[config.mk]
export PLATFORM = sky130hd
export DESIGN_NAME = branch_predictor
export DESIGN_NICKNAME = d
export VERILOG_FILES = /design/src/rtl/branch_predictor.sv
export SDC_FILE = /design/constraint.sdc
export NUM_CORES = 2
export LEC_CHECK = 0
export BUFFER_PORTS_ARGS = -buffer_cell sky130_fd_sc_hd__buf_2
export CAP_MARGIN = 20
export CORE_MARGIN = 10
export CORE_UTILIZATION = 30
export DETAILED_ROUTE_END_ITERATION = 8
export PLACE_DENSITY = 0.49
export SYNTH_ARGS = -nofsm -noshare
export SYNTH_HDL_FRONTEND = slang
export SYNTH_SLANG_ARGS = --single-unit
[constraint.sdc]
create_clock -name clock -period 26.7 [get_ports clock]
set_input_delay 6.675 -clock clock [delete_from_list [all_inputs] [get_ports clock]]
set_output_delay 6.675 -clock clock [all_outputs]
set_load 0.02 [all_outputs]
[src/rtl/branch_predictor.sv]
// Dynamic branch predictor beside IF: direct-mapped BTB with a saturating
// direction counter per entry and a saturating mispredict counter.
module branch_predictor #(
    parameter int ENTRIES  = 16,
    parameter int TAG_BITS = 8,
    parameter int CNT_BITS = 2,
    parameter int MODE     = 1
) (
    input  logic        clock,
    input  logic        reset,
    input  logic [31:0] pc_if,
    output logic        pred_taken,
    output logic [31:0] pred_target,
    input  logic        upd_valid,
    input  logic [31:0] upd_pc,
    input  logic        upd_taken,
    input  logic        upd_uncond,
    input  logic [31:0] upd_target,
    input  logic        upd_mispredict,
    output logic [15:0] mispredict_count
);
    localparam int IDX_BITS = $clog2(ENTRIES);
    localparam bit DYNAMIC  = (MODE == 1);
    localparam logic [CNT_BITS-1:0] CNT_ONE = CNT_BITS'(1);
    localparam logic [CNT_BITS-1:0] CNT_MAX = '1;
    localparam logic [CNT_BITS-1:0] CNT_WT  = CNT_ONE << (CNT_BITS - 1);
    localparam logic [CNT_BITS-1:0] CNT_WNT = CNT_WT - CNT_ONE;

    logic                valid_q  [ENTRIES];
    logic [TAG_BITS-1:0] tag_q    [ENTRIES];
    logic [31:0]         target_q [ENTRIES];
    logic [CNT_BITS-1:0] cnt_q    [ENTRIES];
    logic [15:0]         mc_q, mc_d;

    // Lookup: purely combinational, sees pre-update contents.
    logic [IDX_BITS-1:0] rd_idx;
    logic [TAG_BITS-1:0] rd_tag;
    logic                rd_hit;

    assign rd_idx      = pc_if[IDX_BITS+1:2];
    assign rd_tag      = pc_if[IDX_BITS+1+TAG_BITS:IDX_BITS+2];
    assign rd_hit      = valid_q[rd_idx] && (tag_q[rd_idx] == rd_tag);
    assign pred_taken  = DYNAMIC && rd_hit && cnt_q[rd_idx][CNT_BITS-1];
    assign pred_target = pred_taken ? target_q[rd_idx] : 32'h0;

    logic [IDX_BITS-1:0] wr_idx;
    logic [TAG_BITS-1:0] wr_tag;
    logic                wr_hit;
    logic                wr_en;
    logic [31:0]         target_d;
    logic [CNT_BITS-1:0] cnt_d;

    assign wr_idx = upd_pc[IDX_BITS+1:2];
    assign wr_tag = upd_pc[IDX_BITS+1+TAG_BITS:IDX_BITS+2];
    assign wr_hit = valid_q[wr_idx] && (tag_q[wr_idx] == wr_tag);

    always_comb begin
        wr_en    = 1'b0;
        target_d = target_q[wr_idx];
        cnt_d    = cnt_q[wr_idx];
        if (DYNAMIC && upd_valid) begin
            if (wr_hit) begin
                wr_en = 1'b1;
                if (upd_uncond) begin
                    cnt_d    = CNT_MAX;
                    target_d = upd_target;
                end else if (upd_taken) begin
                    cnt_d    = (cnt_q[wr_idx] == CNT_MAX) ? CNT_MAX : cnt_q[wr_idx] + CNT_ONE;
                    target_d = upd_target;
                end else begin
                    cnt_d    = (cnt_q[wr_idx] == '0) ? '0 : cnt_q[wr_idx] - CNT_ONE;
                end
            end else if (upd_taken || upd_uncond) begin
                // Allocation silently evicts whatever aliased into this slot.
                wr_en    = 1'b1;
                target_d = upd_target;
                cnt_d    = upd_uncond ? CNT_MAX : CNT_WT;
            end
        end
    end

    always_ff @(posedge clock or posedge reset) begin
        if (reset) begin
            for (int i = 0; i < ENTRIES; i++) begin
                valid_q[i]  <= 1'b0;
                tag_q[i]    <= '0;
                target_q[i] <= '0;
                cnt_q[i]    <= CNT_WNT;
            end
        end else if (wr_en) begin
            valid_q[wr_idx]  <= 1'b1;
            tag_q[wr_idx]    <= wr_tag;
            target_q[wr_idx] <= target_d;
            cnt_q[wr_idx]    <= cnt_d;
        end
    end

    // Counts in both modes so static builds can still be profiled.
    assign mc_d = (upd_valid && upd_mispredict && (mc_q != 16'hFFFF)) ? mc_q + 16'd1 : mc_q;

    always_ff @(posedge clock or posedge reset) begin
        if (reset) mc_q <= 16'h0;
        else       mc_q <= mc_d;
    end

    assign mispredict_count = mc_q;
endmodule

Word-level counts from Yosys, hierarchy flattened. Cells that the tools add are included. Widths: inputs -> output; s select.

Register bits: 704.

Add/subtract/negate cells: 3. Magnitude comparators: 3. Equality and inequality tests: 4. Multiplexer cells: 52. Bitwise logic cells: 3. Reduce and logical (&&, ||, !) cells: 8.

Operators by type and width (number): $bwmux 512 (1); $mux 32 (11); $bmux 32 s4 (2); $bwmux 128 (1); $demux 32 s4 (1); $bmux 8 s4 (2); $mux 8 (5); $bwmux 32 (1); $demux 8 s4 (1); $mux 2 (12); $add 16x1->16 const B (1); $bmux 2 s4 (2); $eq 8x8->1 (2); $ne 16x16->1 const B (1); $or 16x16->16 (1); $ge 5x5->1 const B (2); $not 4->5 (2); $mux 1 (9); $bmux 1 s4 (2); $demux 2 s4 (1); $logic_and 1x1->1 (6); $lt 5x1->1 const B (1); $demux 1 s4 (1); $add 2x1->2 const B (1); other kinds (4) (4).

Logic depth before layout (Yosys ltp).
Word-level depth: 11. Gate-level depth with buffers: 15. Depth with buffers taken out: 8.

Least setup slack after synthesis. Ideal clock, no wire load.

Path type: input -> output. Start point: in pc_if[2]. End point: out pred_target[31]. Data arrival time: 9.681 ns. Data required time: 20.025 ns. Slack: 10.344 ns. Stages on the path: 8. Buffers on the path: 5. Cells stage by stage: clkbuf_1 -> buf_1 -> clkbuf_1 -> buf_2 -> buf_1 -> mux4_2 -> mux4_2 -> nor2b_1.

Longest elaborated chain between the ends: 8.

Ends and longest elaborated chain: start: declaration (line 11) `input logic [31:0] pc_if,`; $not 4->5 (implied by the code) (*) (line 42, 43, 44); $bmux 8 s4 (line 42) `assign rd_hit = valid_q[rd_idx] && (tag_q[rd_idx] == rd_tag);`; $mux 8 (implied by the code) (2 in series) (line 42); $eq 8x8->1 (line 42); $logic_and 1x1->1 (line 42); $logic_and 1x1->1 (line 43) `assign pred_taken = DYNAMIC && rd_hit && cnt_q[rd_idx][CNT_BITS-1];`; $mux 32 (*) (line 44) `assign pred_target = pred_taken ? target_q[rd_idx] : 32'h0;`; end: declaration (line 13) `output logic [31:0] pred_target,`.

Every way passes the cells marked *; elsewhere a longest branch is shown, timed or not. The select of a mux whose other input is x is not followed.

Final worst setup path.
Start point: in pc_if[3]. End point: out pred_target[14].

The elaborated chain is that of the path after synthesis.

==> results.md <==
- Sinks on Clock Net: between 700 and 800
- Row count: 130
- Status: complete, no violations
- Num CTS Buffers: between 80 and 90
- Vias per Instance: around 5.4
- Cells resized by post-CTS repair: 0
- Core area: 125,000 µm²
- Largest net degree at the start of global routing: 182
- Post-DP HPWL: 62,100 µm
- Final Critical Period: 17.96 ns
- Data arrival time of the worst path: roughly 11 ns
- Max-slew headroom: about a quarter
- Psw: 961 µW
- Cell-internal power: 2500 µW
- Worst Tran Pin Value: 1.12 ns
- Clk Latency, worst-skew pair: 0.66 ns
- Final setup vio count: 0
- First-iteration detailed-routing DRC count: 1,167
- Area of the mapped netlist: 37,700 µm²
- CTS H-tree depth: 3
- Share of layout cells above drive strength 1: between 60% and 70%
- Asr flop ratio synth: 100%
- Final setup TNS: 0 ns
- Final WL: 112,000 µm
- Clock share of power: between 30% and 40%
- Peak supply drop: 0.0428 mV
- Number of fill cells: 11,900
- Setup bufs post-CTS: 0
- Post-synth EDFFs: 0
- CTS tree: yes
- Remaining DRCs: 0
- Crit Path Max Fanout: 62
- Grt total ovfl: 0
- Final #Nets: 2,417
- Worst-path cell chain: buf_8 -> buf_4 -> mux4_2 -> mux4_2 -> xor2_1 -> nor4_1 -> nand3_4 -> nor2b_1 -> buf_2
- Die Span X: around 370 µm
- I/O pin cnt: 151
- Post-synth top flop: dfrtp_1
- Sequential share of the synthesized area: a little under half
- Critical setup path kind: input pin to primary output
- Layout area overhead: 13.1%
- Fin crit share: 67.3%
- Leading cell types in the layout, fill and taps excluded: 688 x dfrtp_1, 661 x mux2_2, 395 x mux4_2, 102 x buf_2, 86 x clkbuf_16
- # hold bufs at CTS: 0
- Initial core utilization: 30.1%
- Root buffer selected by CTS: clkbuf_16
- Wire length per cell: about 28 µm
- Most used cell, CP: mux4_2
- CP required: 20.02 ns
- TritonRoute pass-1 iters: 5
- CP Launch Type: input pin
- CP top delay family: simple AND/OR/NAND/NOR gates
- Setup Skew: 0.0359 ns
- CTS Buffer Depth: 3
- Die area: 140,000 µm²
- Crit path max-delay cell type: buf_4
- Initial antenna violation count: 10
- Commonest non-fill, non-tap cell in the layout: dfrtp_1
- First-pass GRT wire length: 168,000 µm
- IO Port Bufs: 110
- Yosys reg bits: 704
- GPL Wtd Cong: ~0.73
- Sw Ratio: 27.7%
- Pwr dens: 81.3 nW/µm²
- Combinational fraction of design power: roughly 23%
- Post-Synthesis Cells: 2,299
- Lkg Pwr: 0.0184 µW
- Clock-pin slew on the worst setup and hold paths: 0.06 ns
- Fmax: 55.7 MHz
- Max Cap Violations: 0
- Die height: 375 µm
- Vias in the first global route: 24,500
- Fin. Hold Viols: 0
- Antenna-violating nets left: 0
- Synth warn: 0
- Final Util: 34.0%
- Total Routing Usage GR: around 16%
- Seq pwr share: 43.5%
- RSZ-0062 raised after global routing: false
- Vias: around 22,000
- Critical path's largest stage delay: 0.93 ns
- Syn Nets: 2,402
- Cell variety after synth: 62
- Worst Hold Class: register to register
- Post-Syn Area per Cell: 16.4 µm²
- Worst path bufs/invs: 3
- Max-slew violations: 0
- CP endpoint kind: primary output
-- layer usage --
metal | global-route usage, % | vias up | share of wire, %
met4 | 5.18 | 6 | 2.9
met1 | 20.6 | 12200 | 43
met5 | 0 | - | 0.035
met2 | 26.7 | 507 | 50
li1 | - | 9009 | -
met3 | 2.38 | 199 | 4.1
-- flip-flops by register name (all words and copies together) (netlist names) --
signal	cells
valid_q	16
mispredict_count	16
target_q	512
tag_q	128
cnt_q	32
-- power groups by stage --
stage	Clock (µW)	Sequential [µW]	Combinational, µW
after global routing	1250	1540	847
after CTS	1210	1500	796
after detailed placement	0	1520	793
final	1170	1510	786
after global placement	0	1490	771
after floorplan	0	1460	636
-- cell usage after synthesis (all sizes together) (6+ instances only) --
library cell / count / area (µm²)
nand4: 6 / 56.3
mux4: 395 / 8900
nand2: 20 / 75.1
mux2i: 27 / 270
or3: 6 / 37.5
nor2: 13 / 48.8
o21ai: 10 / 50.0
nor2b: 39 / 244
or2: 6 / 37.5
dfstp: 16 / 420
nand2b: 17 / 106
buf: 114 / 714
a22oi: 6 / 45.0
clkbuf: 110 / 413
xor2: 15 / 131
dfrtp: 688 / 17200
mux2: 708 / 8140
inv: 6 / 22.5
nor3: 9 / 70.1
nand3: 19 / 100
xnor2: 15 / 131
-- area by class of cell --
type                       instances  area [µm²]  share of cell area, %
antenna                            5        12.5                 0.0294
timing repair buffer             152        1000                   2.35
clock inverter                    23         298                  0.699
multi-input combinational       1365       19000                   44.7
clock buffer                     132        2540                   5.97
sequential                       704       17600                   41.4
inverter                           6        30.0                 0.0704
tap                             1650        2060                   4.84
-- stage by stage --
step	power (µW)	cell area [µm²]	hold WS, ns	worst slack, ns	cells
3_5_place_dp	2310	39700	0.477	8.47	3874
5_1_grt	3630	42600	0.509	8.33	4032
2_1_floorplan	2100	37700	0.451	0.308	2299
6_report	3470	42600	0.492	8.74	4037
3_3_place_gp	2260	39700	0.475	8.49	3874
4_1_cts	3500	42500	0.495	8.47	4029
-- path summary, 6_finish.rpt --
path / start / endpoint / cells after the start / slack (ns)
setup reg to reg: tag_q[4] / target_q[133] / 9 / 21.74
max in group asynchronous: reset / target_q[343] / 5 / 17.52
hold reg to reg: mispredict_count[14] / mispredict_count[14] / 1 / 0.49
setup / recovery: pc_if[3] / pred_target[14] / 9 / 8.74
hold / removal: mispredict_count[14] / mispredict_count[14] / 1 / 0.49
min in group asynchronous: reset / target_q[421] / 2 / 6.15
-- kinds of logic after synthesis --
logic type	after synthesis	share of synthesized area, %
flops	704	46.8
compound gates	52	1.13
mux	1130	45.9
xor+xnor	30	0.697
buf+inv	230	3.05
simple gates	152	2.40
fa+ha+maj	1	0.0332
No activity file was read; power rests on OpenSTA's default activity.
